## src/rtl/mem_arbiter_if.sv

```systemverilog
// Bundle for the two-requester memory arbiter: fetch (m0) and LSU (m1) request
// ports plus the single shared memory port.
interface mem_arbiter_if #(
  parameter int XLEN = 32
);
  logic            m0_r_v;
  logic            m0_w_v;
  logic [XLEN-1:0] m0_adr;
  logic [XLEN-1:0] m0_data;
  logic [3:0]      m0_strobe;
  logic            m0_ack;
  logic            m0_res_v;
  logic [XLEN-1:0] m0_res;
  logic            m0_err;

  logic            m1_r_v;
  logic            m1_w_v;
  logic [XLEN-1:0] m1_adr;
  logic [XLEN-1:0] m1_data;
  logic [3:0]      m1_strobe;
  logic            m1_ack;
  logic            m1_res_v;
  logic [XLEN-1:0] m1_res;
  logic            m1_err;

  logic            mem_r_v;
  logic            mem_w_v;
  logic [XLEN-1:0] mem_adr;
  logic [XLEN-1:0] mem_data;
  logic [3:0]      mem_strobe;
  logic            mem_hit;
  logic [XLEN-1:0] mem_res;
  logic            mem_error;

  // Arbiter side: accepts requests, drives the shared memory port.
  modport slave (
    input  m0_r_v, m0_w_v, m0_adr, m0_data, m0_strobe,
    output m0_ack, m0_res_v, m0_res, m0_err,
    input  m1_r_v, m1_w_v, m1_adr, m1_data, m1_strobe,
    output m1_ack, m1_res_v, m1_res, m1_err,
    output mem_r_v, mem_w_v, mem_adr, mem_data, mem_strobe,
    input  mem_hit, mem_res, mem_error
  );

  // Environment side: requesters and memory.
  modport master (
    output m0_r_v, m0_w_v, m0_adr, m0_data, m0_strobe,
    input  m0_ack, m0_res_v, m0_res, m0_err,
    output m1_r_v, m1_w_v, m1_adr, m1_data, m1_strobe,
    input  m1_ack, m1_res_v, m1_res, m1_err,
    input  mem_r_v, mem_w_v, mem_adr, mem_data, mem_strobe,
    output mem_hit, mem_res, mem_error
  );
endinterface

```

## src/rtl/mem_arbiter.sv

```systemverilog
// Two-port round-robin arbiter onto a single memory port; one transaction in
// flight, with a hit timeout that returns an error response to the owner.
module mem_arbiter #(
  parameter int XLEN    = 32,
  parameter int TIMEOUT = 16
) (
  input logic          clk,
  input logic          rst,
  mem_arbiter_if.slave bus
);

  localparam int CNT_W = $clog2(TIMEOUT);

  typedef enum logic {IDLE, BUSY} state_t;

  state_t          state;
  state_t          state_nxt;
  logic            last_grant;
  logic [CNT_W-1:0] cnt;
  logic            owner;
  logic            op_wr;
  logic [XLEN-1:0] lat_adr;
  logic [XLEN-1:0] lat_data;
  logic [3:0]      lat_strobe;

  logic            req0;
  logic            req1;
  logic            grant0;
  logic            grant1;
  logic            grant;
  logic            cnt_last;
  logic            done_ok;
  logic            done_to;
  logic            resp;
  logic [XLEN-1:0] rdata;
  logic            rerr;

  logic            res_v0_q;
  logic            res_v1_q;
  logic [XLEN-1:0] res0_q;
  logic [XLEN-1:0] res1_q;
  logic            err0_q;
  logic            err1_q;

  assign req0     = bus.m0_r_v | bus.m0_w_v;
  assign req1     = bus.m1_r_v | bus.m1_w_v;
  assign grant    = grant0 | grant1;
  assign cnt_last = (cnt == CNT_W'(TIMEOUT - 1));

  // last_grant holds the index of the port served most recently, so the other
  // port wins the next contention.
  always_comb begin
    state_nxt = state;
    grant0    = 1'b0;
    grant1    = 1'b0;
    done_ok   = 1'b0;
    done_to   = 1'b0;
    case (state)
      IDLE: begin
        grant0 = req0 && (!req1 || last_grant);
        grant1 = req1 && (!req0 || !last_grant);
        if (grant0 || grant1) state_nxt = BUSY;
      end
      BUSY: begin
        if (bus.mem_hit) begin
          done_ok   = 1'b1;
          state_nxt = IDLE;
        end else if (cnt_last) begin
          done_to   = 1'b1;
          state_nxt = IDLE;
        end
      end
      default: state_nxt = IDLE;
    endcase
  end

  assign resp  = done_ok | done_to;
  assign rdata = (done_ok && !op_wr) ? bus.mem_res : '0;
  assign rerr  = done_ok ? bus.mem_error : done_to;

  always_ff @(posedge clk or posedge rst) begin
    if (rst) begin
      state      <= IDLE;
      last_grant <= 1'b1;
      cnt        <= '0;
      owner      <= 1'b0;
      op_wr      <= 1'b0;
      lat_adr    <= '0;
      lat_data   <= '0;
      lat_strobe <= '0;
    end else begin
      state <= state_nxt;
      if (grant) begin
        last_grant <= grant1;
        owner      <= grant1;
        op_wr      <= grant1 ? bus.m1_w_v      : bus.m0_w_v;
        lat_adr    <= grant1 ? bus.m1_adr      : bus.m0_adr;
        lat_data   <= grant1 ? bus.m1_data     : bus.m0_data;
        lat_strobe <= grant1 ? bus.m1_strobe   : bus.m0_strobe;
        cnt        <= '0;
      end else if (state == BUSY && !bus.mem_hit) begin
        cnt <= cnt + 1'b1;
      end
    end
  end

  // Response stage: one-cycle pulse to the owner, everything else forced to 0.
  always_ff @(posedge clk or posedge rst) begin
    if (rst) begin
      res_v0_q <= 1'b0;
      res_v1_q <= 1'b0;
      res0_q   <= '0;
      res1_q   <= '0;
      err0_q   <= 1'b0;
      err1_q   <= 1'b0;
    end else begin
      res_v0_q <= resp && !owner;
      res_v1_q <= resp && owner;
      res0_q   <= (resp && !owner) ? rdata : '0;
      res1_q   <= (resp && owner)  ? rdata : '0;
      err0_q   <= resp && !owner && rerr;
      err1_q   <= resp && owner && rerr;
    end
  end

  assign bus.m0_ack     = grant0;
  assign bus.m1_ack     = grant1;
  assign bus.m0_res_v   = res_v0_q;
  assign bus.m1_res_v   = res_v1_q;
  assign bus.m0_res     = res0_q;
  assign bus.m1_res     = res1_q;
  assign bus.m0_err     = err0_q;
  assign bus.m1_err     = err1_q;

  assign bus.mem_r_v    = (state == BUSY) && !op_wr;
  assign bus.mem_w_v    = (state == BUSY) && op_wr;
  assign bus.mem_adr    = (state == BUSY) ? lat_adr    : '0;
  assign bus.mem_data   = (state == BUSY) ? lat_data   : '0;
  assign bus.mem_strobe = (state == BUSY) ? lat_strobe : '0;

endmodule
```

## src/flat_wrapper.sv

```systemverilog
// flat-port wrapper written by rule: the top's interface ports become plain ports
module mem_arbiter_flat 
#(
  parameter int XLEN    = 32,
  parameter int TIMEOUT = 16
)
  (clk, rst, bus_m0_r_v, bus_m0_w_v, bus_m0_adr, bus_m0_data, bus_m0_strobe, bus_m0_ack, bus_m0_res_v, bus_m0_res, bus_m0_err, bus_m1_r_v, bus_m1_w_v, bus_m1_adr, bus_m1_data, bus_m1_strobe, bus_m1_ack, bus_m1_res_v, bus_m1_res, bus_m1_err, bus_mem_r_v, bus_mem_w_v, bus_mem_adr, bus_mem_data, bus_mem_strobe, bus_mem_hit, bus_mem_res, bus_mem_error);
  mem_arbiter_if #(.XLEN(XLEN)) bus_i ();
  input logic clk;
  input logic rst;
  input wire logic [$bits(bus_i.m0_r_v)-1:0] bus_m0_r_v;
  input wire logic [$bits(bus_i.m0_w_v)-1:0] bus_m0_w_v;
  input wire logic [$bits(bus_i.m0_adr)-1:0] bus_m0_adr;
  input wire logic [$bits(bus_i.m0_data)-1:0] bus_m0_data;
  input wire logic [$bits(bus_i.m0_strobe)-1:0] bus_m0_strobe;
  output wire logic [$bits(bus_i.m0_ack)-1:0] bus_m0_ack;
  output wire logic [$bits(bus_i.m0_res_v)-1:0] bus_m0_res_v;
  output wire logic [$bits(bus_i.m0_res)-1:0] bus_m0_res;
  output wire logic [$bits(bus_i.m0_err)-1:0] bus_m0_err;
  input wire logic [$bits(bus_i.m1_r_v)-1:0] bus_m1_r_v;
  input wire logic [$bits(bus_i.m1_w_v)-1:0] bus_m1_w_v;
  input wire logic [$bits(bus_i.m1_adr)-1:0] bus_m1_adr;
  input wire logic [$bits(bus_i.m1_data)-1:0] bus_m1_data;
  input wire logic [$bits(bus_i.m1_strobe)-1:0] bus_m1_strobe;
  output wire logic [$bits(bus_i.m1_ack)-1:0] bus_m1_ack;
  output wire logic [$bits(bus_i.m1_res_v)-1:0] bus_m1_res_v;
  output wire logic [$bits(bus_i.m1_res)-1:0] bus_m1_res;
  output wire logic [$bits(bus_i.m1_err)-1:0] bus_m1_err;
  output wire logic [$bits(bus_i.mem_r_v)-1:0] bus_mem_r_v;
  output wire logic [$bits(bus_i.mem_w_v)-1:0] bus_mem_w_v;
  output wire logic [$bits(bus_i.mem_adr)-1:0] bus_mem_adr;
  output wire logic [$bits(bus_i.mem_data)-1:0] bus_mem_data;
  output wire logic [$bits(bus_i.mem_strobe)-1:0] bus_mem_strobe;
  input wire logic [$bits(bus_i.mem_hit)-1:0] bus_mem_hit;
  input wire logic [$bits(bus_i.mem_res)-1:0] bus_mem_res;
  input wire logic [$bits(bus_i.mem_error)-1:0] bus_mem_error;
  assign bus_i.m0_r_v = bus_m0_r_v;
  assign bus_i.m0_w_v = bus_m0_w_v;
  assign bus_i.m0_adr = bus_m0_adr;
  assign bus_i.m0_data = bus_m0_data;
  assign bus_i.m0_strobe = bus_m0_strobe;
  assign bus_m0_ack = bus_i.m0_ack;
  assign bus_m0_res_v = bus_i.m0_res_v;
  assign bus_m0_res = bus_i.m0_res;
  assign bus_m0_err = bus_i.m0_err;
  assign bus_i.m1_r_v = bus_m1_r_v;
  assign bus_i.m1_w_v = bus_m1_w_v;
  assign bus_i.m1_adr = bus_m1_adr;
  assign bus_i.m1_data = bus_m1_data;
  assign bus_i.m1_strobe = bus_m1_strobe;
  assign bus_m1_ack = bus_i.m1_ack;
  assign bus_m1_res_v = bus_i.m1_res_v;
  assign bus_m1_res = bus_i.m1_res;
  assign bus_m1_err = bus_i.m1_err;
  assign bus_mem_r_v = bus_i.mem_r_v;
  assign bus_mem_w_v = bus_i.mem_w_v;
  assign bus_mem_adr = bus_i.mem_adr;
  assign bus_mem_data = bus_i.mem_data;
  assign bus_mem_strobe = bus_i.mem_strobe;
  assign bus_i.mem_hit = bus_mem_hit;
  assign bus_i.mem_res = bus_mem_res;
  assign bus_i.mem_error = bus_mem_error;
  mem_arbiter #(.XLEN(XLEN), .TIMEOUT(TIMEOUT)) u_core (.clk(clk), .rst(rst), .bus(bus_i));
endmodule
```

## config.mk

```make
export PLATFORM = sky130hd
export DESIGN_NAME = mem_arbiter_flat
export DESIGN_NICKNAME = d
export VERILOG_FILES = /design/src/rtl/mem_arbiter_if.sv /design/src/rtl/mem_arbiter.sv /design/src/flat_wrapper.sv
export SDC_FILE = /design/constraint.sdc
export NUM_CORES = 1
export LEC_CHECK = 0
export BUFFER_PORTS_ARGS = -buffer_cell sky130_fd_sc_hd__buf_4
export CORE_UTILIZATION = 30
export CTS_CLUSTER_SIZE = 40
export DETAILED_ROUTE_END_ITERATION = 6
export PLACE_DENSITY = 0.57
export SLEW_MARGIN = 20
export SYNTH_ARGS = -nofsm -noshare
export SYNTH_HDL_FRONTEND = slang
export SYNTH_SLANG_ARGS = --single-unit
export TNS_END_PERCENT = 100
```

## constraint.sdc

```tcl
create_clock -name clk -period 7.9 [get_ports clk]
set_input_delay 1.185 -clock clk [delete_from_list [all_inputs] [get_ports clk]]
set_output_delay 1.185 -clock clk [all_outputs]
set_load 0.005 [all_outputs]
```

Yosys cells after proc, flatten, opt, wreduce, memory -nomap -nowiden
Index checks and enable logic that the tools add are counted.
{ "op_classes": {"n_addsub": 1, "n_mul": 0, "div_mod_pow": 0, "order_cmp": 0, "eq_ne": 1, "n_shift": 0, "n_mux": 24, "bitwise": 5, "n_reduce_logical": 20} }
{ "op_table": {"columns": ["op", "count"], "rows": [
  ["$mux 32", 7],
  ["$mux 4", 4],
  ["$mux 1", 12],
  ["$logic_and 1x1->1", 10],
  ["$logic_not 1->1", 6],
  ["$add 4x1->4 const B", 1],
  ["$eq 4x4->1 const B", 1],
  ["$or 1x1->1", 4],
  ["$logic_or 1x1->1", 3],
  ["$pmux 1 s2", 1],
  ["$reduce_bool 2->1", 1],
  ["$not 1->1", 1]
]} }
{ "totals": {"ff_bits": 144, "latch_bits": 0, "ram_bits": 0, "romBits": 0, "input_bits": 176, "output_inout_bits": 140, "wordCells": 65, "memories": 0} }

Depth between registers and ports, before layout
Gate-level depths: netlist of run 1.
{ "logic_depth": {"word_depth": 7, "depth_mapped": 6, "depth_no_buf": 4} }

Worst setup path after synthesis of run 1
Ideal clock, no wire load.
{ "synth_timing": {"path_kind": "input to output", "start": "input bus_m1_w_v", "end": "output bus_m0_ack", "arrival_ps": 1953, "required_time_ps": 6715, "path_slack_ps": 4762, "path_stages": 4, "n_path_buf": 2, "cell_sequence": "or2_1 -> clkbuf_1 -> a211oi_2 -> buf_2"} }
{ "synth_via": {"elab_chain_len": 5} }
{ "synth_lines": {"columns": ["item", "line", "source"], "rows": [
  ["start: declaration", "flat_wrapper.sv:21", "input wire logic [$bits(bus_i.m1_w_v)-1:0] bus_m1_w_v;"],
  ["$or 1x1->1", "mem_arbiter.sv:46", "assign req1 = bus.m1_r_v | bus.m1_w_v;"],
  ["$logic_not 1->1", "mem_arbiter.sv:60", "grant0 = req0 && (!req1 || last_grant);"],
  ["$logic_or 1x1->1", "mem_arbiter.sv:60", null],
  ["$logic_and 1x1->1", "mem_arbiter.sv:60", null],
  ["$mux 1", "mem_arbiter.sv:58", "case (state)"],
  ["end: declaration", "flat_wrapper.sv:16", "output wire logic [$bits(bus_i.m0_ack)-1:0] bus_m0_ack;"]
]} }
Every way passes these cells.

Final worst setup path of run 1
Ends and elaborated chain as after synthesis.

==> results of run 1 <==
==> through the flow <==
step / worst slack [ns] / power [W]
CTS: 3.79 / 0.00312
finish: 3.79 / 0.00308
global route: 3.70 / 0.00328
global placement: 3.84 / 0.00232
floorplan: 2.85 / 0.00177
detailed placement: 3.79 / 0.00235
==> final cells by class <==
type	instances	area, um2
Antenna cell	1	2.50
Inverter	1	8.76
Timing Repair Buffer	323	2420
Tap cell	270	338
Fill cell	1984	11000
Sequential cell	144	3610
Clock inverter	14	123
Multi-Input combinational cell	331	2450
Clock buffer	17	425
==> power breakdown <==
part           internal [W]  switching, W
sequential         0.000942      0.000114
combinational      0.000653      0.000615
clock              0.000411      0.000346
total               0.00201       0.00108
==> layer usage <==
| metal | up-vias | share of wire, % | GRT usage (%) |
|---|---|---|---|
| li1 | 2547 | - | - |
| met1 | 2692 | 42 | 24.0 |
| met2 | 297 | 45 | 29.1 |
| met3 | 27 | 10 | 6.53 |
| met4 | 0 | 2.4 | 7.76 |
| met5 | - | 0 | 0 |
==> cells by family after synthesis <==
family / synth area share [%]
buf+inv: 4.15
mux: 0.159
simple gates: 21.1
fa+ha+maj: 0.199
flops: 57.4
xor+xnor: 0.279
compound gates: 16.7
==> placed cells by master (no fill, tap or decap), types with 2 or more instances in the layout <==
cell,Yosys,final
clkinvlp_4,0,4
a221o_1,46,46
nor2b_1,5,5
inv_8,0,2
nor3b_1,47,46
and3_1,65,65
clkbuf_16,0,17
dfrtp_1,143,142
a311oi_1,22,22
buf_4,4,323
inv_6,0,7
o21ai_0,16,16
a21o_1,2,2
o21ai_1,10,9
a2bb2oi_1,22,22
nor2_1,6,5
clkinv_4,0,2
and2_1,70,70
xor2_1,2,2
==> synth_stat cells (all sizes together) <==
cell type / n
nand3: 1
nor2b: 5
mux2i: 1
nand3b: 1
clkbuf: 44
nor2: 6
nor3b: 47
o21bai: 1
a2bb2oi: 22
a31oi: 1
a211oi: 1
and3b: 1
xor2: 2
o221a: 1
and2: 70
or3: 1
o21a: 1
a221o: 46
dfrtp: 143
nand2: 1
or2: 2
a21o: 2
inv: 1
a21oi: 1
and3: 65
a21boi: 1
a311oi: 22
buf: 15
dfstp: 1
nor4: 1
o21ai: 26
ha: 1
nand2b: 1
==> critical path, cell delays in order <==
cell and delay [ns]:
buf_4 0.14, or2_1 0.55, a211oi_4 0.34, buf_4 0.46
buf_4 0.21
==> registers in the layout (all words and copies together) (netlist names), 4 cells and up <==
name and count:
u_core.lat_adr 32, u_core.lat_strobe 4, u_core.bus.m1_res 32, u_core.bus.m0_res 32
u_core.lat_data 32, u_core.cnt 4
==> final timing paths <==
check,slack (ns),cells after the start,to
worst min register to register,0.50,1,u_core.lat_data[25]
min in group asynchronous,0.86,2,u_core.lat_data[12]
worst max register to register,5.29,5,u_core.lat_adr[27]
max in group asynchronous,5.74,3,u_core.bus.m1_res[26]
worst max-delay path,3.79,5,bus_m0_ack
worst min-delay path,0.50,1,u_core.lat_data[25]
==> results.py, run 1 <==
metrics = {
    "outcome": {
        "outcome": "completed",
    },
    "detailed_routing": {
        "vias_per_cell": 5.05,
        "wl_per_cell_um": 18.5,
        "vias": 5563,
        "drc_errors": 0,
        "wl_um": 20400,
        "dr.pass1.iters": 4,
        "ant_nets": 0,
        "drt_iter0_markers": 233,
    },
    "clocking": {
        "cts_buffers": 17,
        "cts_buffer_depth": 2,
        "cts_setup_buffers": 0,
        "clock_latency_ns": 0.42,
        "cts_resized": 0,
        "ctsHoldBuffers": 0,
        "cts-htree-levels": 4,
        "root_buffer": "clkbuf_16",
        "cts_tree": "done",
        "clkSinkCount": 144,
        "clk_pin_slew_ns": 0.06,
    },
    "worst_hold_path": {
        "hp-start": "u_core.lat_data[25]",
        "hold_path.class": "reg -> reg",
    },
    "placement": {
        "gp_congestion": 0.808,
        "place_area_mm2": 0.00882,
        "place_inst": 1069,
        "io_buffers": 315,
        "dp_hpwl_um": 13900,
    },
    "flow_run": {
        "cap_violations": 0,
    },
    "global_routing": {
        "grt_overflow": 0,
        "grt_pass1_vias": 5650,
        "antenna_found_initial": 1,
        "grt_pass1_wl_um": 31300,
        "grt_max_degree": 102,
        "grt_use_total_pct": 18.9,
    },
    "power": {
        "p_per_area_mw_per_mm2": 329,
        "p_leak_nw": 4.75,
        "peakVddDrop_mv": 0.256,
    },
    "final_layout": {
        "layout.cells.non_filler": 1101,
        "layout.nets": 995,
        "finish.utilization_pct": 46.0,
        "stdcell_area_mm2": 0.00938,
        "drive_gt1_share_pct": 44.1,
        "area_delta_synth_final_pct": 49.4,
    },
    "timing": {
        "slew_headroom_pct": 28.2,
        "rsz0062_at_grt": "false",
        "maxSlewViolCount": 0,
        "fmax_mhz": 243,
        "fin_tns_setup_ns": 0,
        "setup_viol": 0,
        "finalCritPeriodShare_pct": 52.1,
        "tightest_slew_ns": 1.08,
        "finClkSkew_ns": 0.0151,
        "hold_viol": 0,
        "period_minus_slack_ns": 4.11,
        "hold_ws_ns": 0.504,
    },
    "synthesis": {
        "synth_top_area_cell": "dfrtp_1",
        "synth_nets": 712,
        "yosysWarnings": 0,
        "synth-seq-area-share_pct": 57.4,
        "synth.area.top_cells": "dfrtp_1, a221o_1, and2_1, and3_1, nor3b_1",
        "synth.avg_cell_area_um2": 11.7,
        "synth_cell_types": 36,
        "synthCells": 535,
        "netlist.area_leader.share_pct": 57.0,
        "yosys_register_bits": 144,
        "syn_area_mm2": 0.00628,
    },
    "critical_path": {
        "crit_arrival_ns": 2.93,
        "critPathMaxFanout": 47,
        "crit_type": "in -> out",
        "startpoint": "bus_m1_w_v",
        "end_kind": "primary output",
        "critPathRequiredTime_ns": 6.71,
        "crit-reg2reg-launch": "u_core.state",
        "cp-start-kind": "input pin",
    },
    "die": {
        "die_h_um": 147,
        "die_w_um": 147,
        "die_area_mm2": 0.0215,
        "fp-row-count": 52,
        "core_area_mm2": 0.0204,
        "start_util_pct": 30.8,
        "ioPinCount": 316,
    },
}
No activity file was read; power rests on OpenSTA's default activity.
==> run 2: changes to the inputs <==
--- a/config.mk
+++ b/config.mk
@@ -9,7 +9,7 @@
 export CORE_UTILIZATION = 30
 export CTS_CLUSTER_SIZE = 40
 export DETAILED_ROUTE_END_ITERATION = 6
-export PLACE_DENSITY = 0.57
+export PLACE_DENSITY = 0.59
 export SLEW_MARGIN = 20
 export SYNTH_ARGS = -nofsm -noshare
 export SYNTH_HDL_FRONTEND = slang
==> constraint.sdc (replaced) <==
create_clock -name clk -period 3.43 [get_ports clk]
set_input_delay 0.5145 -clock clk [delete_from_list [all_inputs] [get_ports clk]]
set_output_delay 0.5145 -clock clk [all_outputs]
set_load 0.005 [all_outputs]
==> run 2 against run 1 <==
Critical path depth down 2. Clock skew fell by 0.0066 ns. Critical path type is now reg -> out. Largest power group unchanged. Worst hold slack worse by 0.19 ns. Sequential share of layout area decreased by 0.46 points.
==> results.py, run 2 (synthesized netlist as in run 1, its figures left out) <==
metrics = {
    "outcome": {
        "outcome": "completed",
    },
    "timing": {
        "tightest_slew_ns": 0.836,
        "period_minus_slack_ns": 2.45,
        "setup_viol": 0,
        "slew_headroom_pct": 44.3,
        "fmax_mhz": 408,
        "rsz0062_at_grt": "false",
        "finalCritPeriodShare_pct": 71.4,
        "hold_viol": 0,
        "maxSlewViolCount": 0,
        "finClkSkew_ns": 0.00848,
        "fin_tns_setup_ns": 0,
    },
    "critical_path": {
        "crit_top_cell": "buf_4",
        "critPathMaxStageDelay_ns": 0.68,
        "cp-start-kind": "flop",
        "critPathRequiredTime_ns": 2.92,
        "crit_type": "reg -> out",
        "crit_arrival_ns": 1.93,
        "cp_cell_sequence": "buf_4 -> and2_1 -> buf_4",
        "crit_path_top_delay_cell": "dfrtp_2",
        "end_kind": "primary output",
        "critPathMaxFanout": 47,
    },
    "clocking": {
        "cts_tree": "done",
        "ctsHoldBuffers": 0,
        "root_buffer": "clkbuf_16",
        "clock_latency_ns": 0.42,
        "cts_buffers": 17,
        "clk_pin_slew_ns": 0.07,
        "cts_buffer_depth": 2,
        "clkSinkCount": 144,
        "cts_setup_buffers": 0,
        "cts-htree-levels": 4,
        "cts_resized": 0,
    },
    "global_routing": {
        "antenna_found_initial": 0,
        "grt_pass1_wl_um": 31800,
        "grt_overflow": 0,
        "grt_pass1_vias": 5692,
        "grt_use_total_pct": 19.0,
        "grt_max_degree": 145,
    },
    "die": {
        "die_area_mm2": 0.0215,
        "core_area_mm2": 0.0204,
        "fp-row-count": 52,
        "ioPinCount": 316,
        "start_util_pct": 30.8,
        "die_h_um": 147,
        "die_w_um": 147,
    },
    "detailed_routing": {
        "vias": 5557,
        "wl_um": 20000,
        "wl_per_cell_um": 18.1,
        "drt_iter0_markers": 224,
        "ant_nets": 0,
        "dr.pass1.iters": 6,
        "vias_per_cell": 5.02,
        "drc_errors": 0,
    },
    "worst_hold_path": {
        "hold_path.class": "in -> async",
    },
    "final_layout": {
        "register_area_mm2": 0.00361,
        "final_common_cell": "buf_4",
        "layout.nets": 1001,
        "fill_cells": 1958,
        "layout_common_cells": "buf_4, dfrtp_1, and2_1",
        "diodes": 0,
        "area_delta_synth_final_pct": 51.2,
        "drive_gt1_share_pct": 44.6,
        "multi_input_area_mm2": 0.00244,
        "layout.cells.non_filler": 1107,
        "finish.utilization_pct": 46.6,
    },
    "placement": {
        "gp_congestion": 0.778,
        "io_buffers": 315,
        "place_inst": 1075,
        "dp_hpwl_um": 13700,
    },
    "power": {
        "p_per_area_mw_per_mm2": 765,
        "p_leak_nw": 4.82,
        "peakVddDrop_mv": 0.405,
        "finalPower_w": 0.00726,
    },
    "flow_run": {
        "cap_violations": 0,
    },
}
-- run 2: path summary, 6_finish.rpt --
| kind | depth (start not counted) | startpoint | endpoint | slack, ns |
|---|---|---|---|---|
| worst min register to register | 1 | u_core.lat_data[26] | u_core.lat_data[26] | 0.50 |
| min in group clk | 2 | bus_m0_adr[26] | u_core.lat_adr[26] | 0.32 |
| worst max register to register | 5 | u_core.state | u_core.bus.m0_res[25] | 1.21 |
| max in group asynchronous | 3 | rst | u_core.state | 2.49 |
| worst min-delay path | 3 | rst | u_core.bus.m0_res[29] | 0.31 |
| worst max-delay path | 3 | u_core.state | bus_mem_adr[26] | 0.98 |
-- run 2: through the flow --
step | hold slack (ns) | area, um2 | worst slack, ns
2_1_floorplan | 0.465 | 6280 | 1.11
3_3_place_gp | 0.488 | 8880 | 1.03
4_1_cts | 0.297 | 9490 | 0.925
6_report | 0.312 | 9490 | 0.981
5_1_grt | 0.300 | 9490 | 0.798
3_5_place_dp | 0.492 | 8880 | 1.02
-- run 2: where the power goes --
part	total, W	switching [W]	internal [W]
clock	0.00190	0.000842	0.00106
combinational	0.00290	0.00137	0.00153
sequential	0.00245	0.000288	0.00217
-- run 2: metal layers --
layer	GRT usage [%]	share of wire [%]	wire length [um]	up-vias
met2	30.9	48	9570	249
met3	6.28	8.9	1780	25
met5	0	0	0	-
met4	6.09	1.6	325	0
met1	23.8	42	8370	2719
li1	-	-	-	2564
-- run 2: layout make-up --
cell class	count	share of cell area (%)
inverters	1	0.0791
flip-flops and latches	144	38.0
well taps	270	3.56
multi-input cells	331	25.7
clock buffers	18	4.63
clock inverters	14	1.82
repair buffers	329	26.2
-- run 2: worst max-delay path: cells and delay by family (launching register included) --
kind	cells	cell delay, ns
buf+inv	2	0.60
flops	1	0.68
simple gates	1	0.22
==> run 3: changes to the inputs <==
--- a/config.mk
+++ b/config.mk
@@ -5,11 +5,12 @@
 export SDC_FILE = /design/constraint.sdc
 export NUM_CORES = 1
 export LEC_CHECK = 0
+export ABC_AREA = 1
 export BUFFER_PORTS_ARGS = -buffer_cell sky130_fd_sc_hd__buf_4
 export CORE_UTILIZATION = 30
 export CTS_CLUSTER_SIZE = 40
 export DETAILED_ROUTE_END_ITERATION = 6
-export PLACE_DENSITY = 0.59
+export PLACE_DENSITY = 0.58
 export SLEW_MARGIN = 20
 export SYNTH_ARGS = -nofsm -noshare
 export SYNTH_HDL_FRONTEND = slang
==> constraint.sdc (replaced) <==
create_clock -name clk -period 2.1 [get_ports clk]
set_input_delay 0.315 -clock clk [delete_from_list [all_inputs] [get_ports clk]]
set_output_delay 0.315 -clock clk [all_outputs]
set_load 0.005 [all_outputs]
==> run 3 against run 2 <==
Count of clock-buffer cells in the layout decreased by 1. Cell count increased by 27%. Flip-flop and latch count unchanged. Global-route usage decreased by 0.10 points. Sequential power increased by 66%. Sequential share of layout area decreased by 1.0 points. Largest cell class unchanged. Critical endpoint is now bus_m1_ack. Core utilization decreased by 0.21 points. Worst hold slack got worse by 0.20 ns.
==> results.py, run 3 <==
metrics = {
    "detailed_routing": {
        "drc_errors": 0,
        "wl_um": 20500,
        "dr.pass1.iters": 4,
        "wl_per_cell_um": 14.5,
        "vias": 6257,
        "ant_nets": 0,
        "vias_per_cell": 4.44,
        "drt_iter0_markers": 192,
    },
    "critical_path": {
        "crit-reg2reg-launch": "u_core.cnt[0]",
        "cp-start-kind": "flop",
        "reg2reg_slack_ns": 0.55,
        "startpoint": "u_core.state",
        "crit_type": "reg -> out",
        "critPathMaxFanout": 29,
        "end_kind": "primary output",
        "critPathRequiredTime_ns": 1.78,
        "crit_arrival_ns": 1.58,
    },
    "synthesis": {
        "synth-seq-area-share_pct": 56.0,
        "synth_common_cells": "nand2_1, dfrtp_1, nand3_1",
        "synth_ff_type": "dfrtp_1",
        "synthCells": 819,
        "synth_nets": 996,
        "syn_area_mm2": 0.00643,
        "synth.area.top_cells": "dfrtp_1, nand2_1, nand3_1, inv_1, nor2_1",
        "synth_cell_types": 23,
        "yosysMostFrequentCell": "nand2_1",
        "synth.avg_cell_area_um2": 7.85,
        "synth_top_area_cell": "dfrtp_1",
        "netlist.area_leader.share_pct": 55.6,
        "yosys_register_bits": 144,
        "yosysWarnings": 0,
        "ys_async_sr_fraction_pct": 100,
        "synth_edf_count": 0,
    },
    "clocking": {
        "cts-htree-levels": 4,
        "root_buffer": "clkbuf_16",
        "clock_latency_ns": 0.41,
        "cts_setup_buffers": 0,
        "cts_buffers": 17,
        "clk_pin_slew_ns": 0.07,
        "clkSinkCount": 144,
        "cts_tree": "done",
        "cts_buffer_depth": 2,
    },
    "die": {
        "die_area_mm2": 0.0220,
        "fp-row-count": 53,
        "ioPinCount": 316,
        "core_area_mm2": 0.0210,
        "die_h_um": 148,
        "die_w_um": 148,
        "start_util_pct": 30.6,
    },
    "global_routing": {
        "grt_max_degree": 75,
        "grt_pass1_wl_um": 32100,
        "antenna_found_initial": 1,
        "grt_pass1_vias": 6184,
        "grt_overflow": 0,
        "grt_use_total_pct": 18.9,
    },
    "final_layout": {
        "area_delta_synth_final_pct": 51.6,
        "layout.nets": 1298,
        "final_common_cell": "buf_4",
        "drive_gt1_share_pct": 33.2,
        "layout_common_cells": "buf_4, nand2_1, dfrtp_1",
        "finish.utilization_pct": 46.4,
        "stdcell_area_mm2": 0.00975,
        "layout.cells.non_filler": 1410,
    },
    "power": {
        "finalPower_w": 0.0124,
        "p_leak_nw": 5.66,
        "peakVddDrop_mv": 0.506,
        "p_per_area_mw_per_mm2": 1280,
    },
    "placement": {
        "place_area_mm2": 0.00916,
        "place_inst": 1376,
        "dp_hpwl_um": 14200,
        "gp_congestion": 0.788,
        "io_buffers": 315,
    },
    "timing": {
        "finClkSkew_ns": 0.0103,
        "finalCritPeriodShare_pct": 90.3,
        "period_minus_slack_ns": 1.90,
        "rsz0062_at_grt": "false",
        "fmax_mhz": 527,
        "hold_viol": 0,
        "fin_tns_setup_ns": 0,
        "tightest_slew_ns": 0.601,
        "maxSlewViolCount": 0,
        "setup_viol": 0,
        "slew_headroom_pct": 59.9,
    },
    "flow_run": {
        "cap_violations": 0,
    },
    "worst_hold_path": {
        "hold_path.class": "in -> reg",
        "hp-start": "bus_m1_adr[22]",
    },
    "outcome": {
        "outcome": "completed",
    },
}
-- run 3: worst paths after layout --
path	endpoint	cells after the start
worst min-delay path	u_core.lat_adr[22]	3
worst max-delay path	bus_m1_ack	4
worst max register to register	u_core.bus.m1_res[1]	8
max in group asynchronous	u_core.lat_adr[18]	4
worst min register to register	u_core.bus.m0_res_v	1
min in group asynchronous	u_core.bus.m1_res[14]	3
-- run 3: stage by stage --
step / hold slack [ns] / setup slack (ns)
after floorplan: 0.413 / -0.0192
after global placement: 0.422 / 0.437
after detailed placement: 0.424 / 0.430
after CTS: 0.0927 / 0.00163
after global routing: 0.104 / 0.109
final: 0.114 / 0.203
-- run 3: logic make-up after synthesis --
family / count (synthesis) / share of synthesized area [%]
simple gates: 493 / 32.0
buf+inv: 173 / 11.0
flops: 144 / 56.0
compound gates: 7 / 0.661
xor+xnor: 1 / 0.136
fa+ha+maj: 1 / 0.194
-- run 3: where the power goes --
part	internal (W)	switching (W)
clock network	0.00157	0.00137
registers	0.00361	0.000459
logic	0.00239	0.00305
-- run 3: worst max-delay path, stage by stage (launching register included) --
cell and delay [ns]:
dfrtp_2 0.44, nor2_2 0.16, nand2_2 0.11, inv_4 0.27, buf_4 0.18
-- run 3: layout make-up --
type                            instances  area, um2
Multi-Input combinational cell        502       2140
Sequential cell                       144       3610
Tap cell                              275        344
Clock buffer                           17        425
Antenna cell                            1       2.50
Timing Repair Buffer                  331       2610
Clock inverter                         15        149
Fill cell                            2153      11300
Inverter                              125        475
-- run 3: routing by layer --
| metal | share of wire, % | vias to the layer above | GRT usage (%) |
|---|---|---|---|
| met5 | 0 | - | 0 |
| met4 | 0.94 | 0 | 5.31 |
| met3 | 9.3 | 13 | 6.35 |
| met2 | 47 | 252 | 31.6 |
| met1 | 42 | 2922 | 23.1 |
| li1 | - | 3070 | - |
-- run 3: repair_timing --
item,CTS,global route
setup endpoints to repair,0,1
resized for setup,0,2
hold endpoints to repair,21,0
hold buffers,1,0
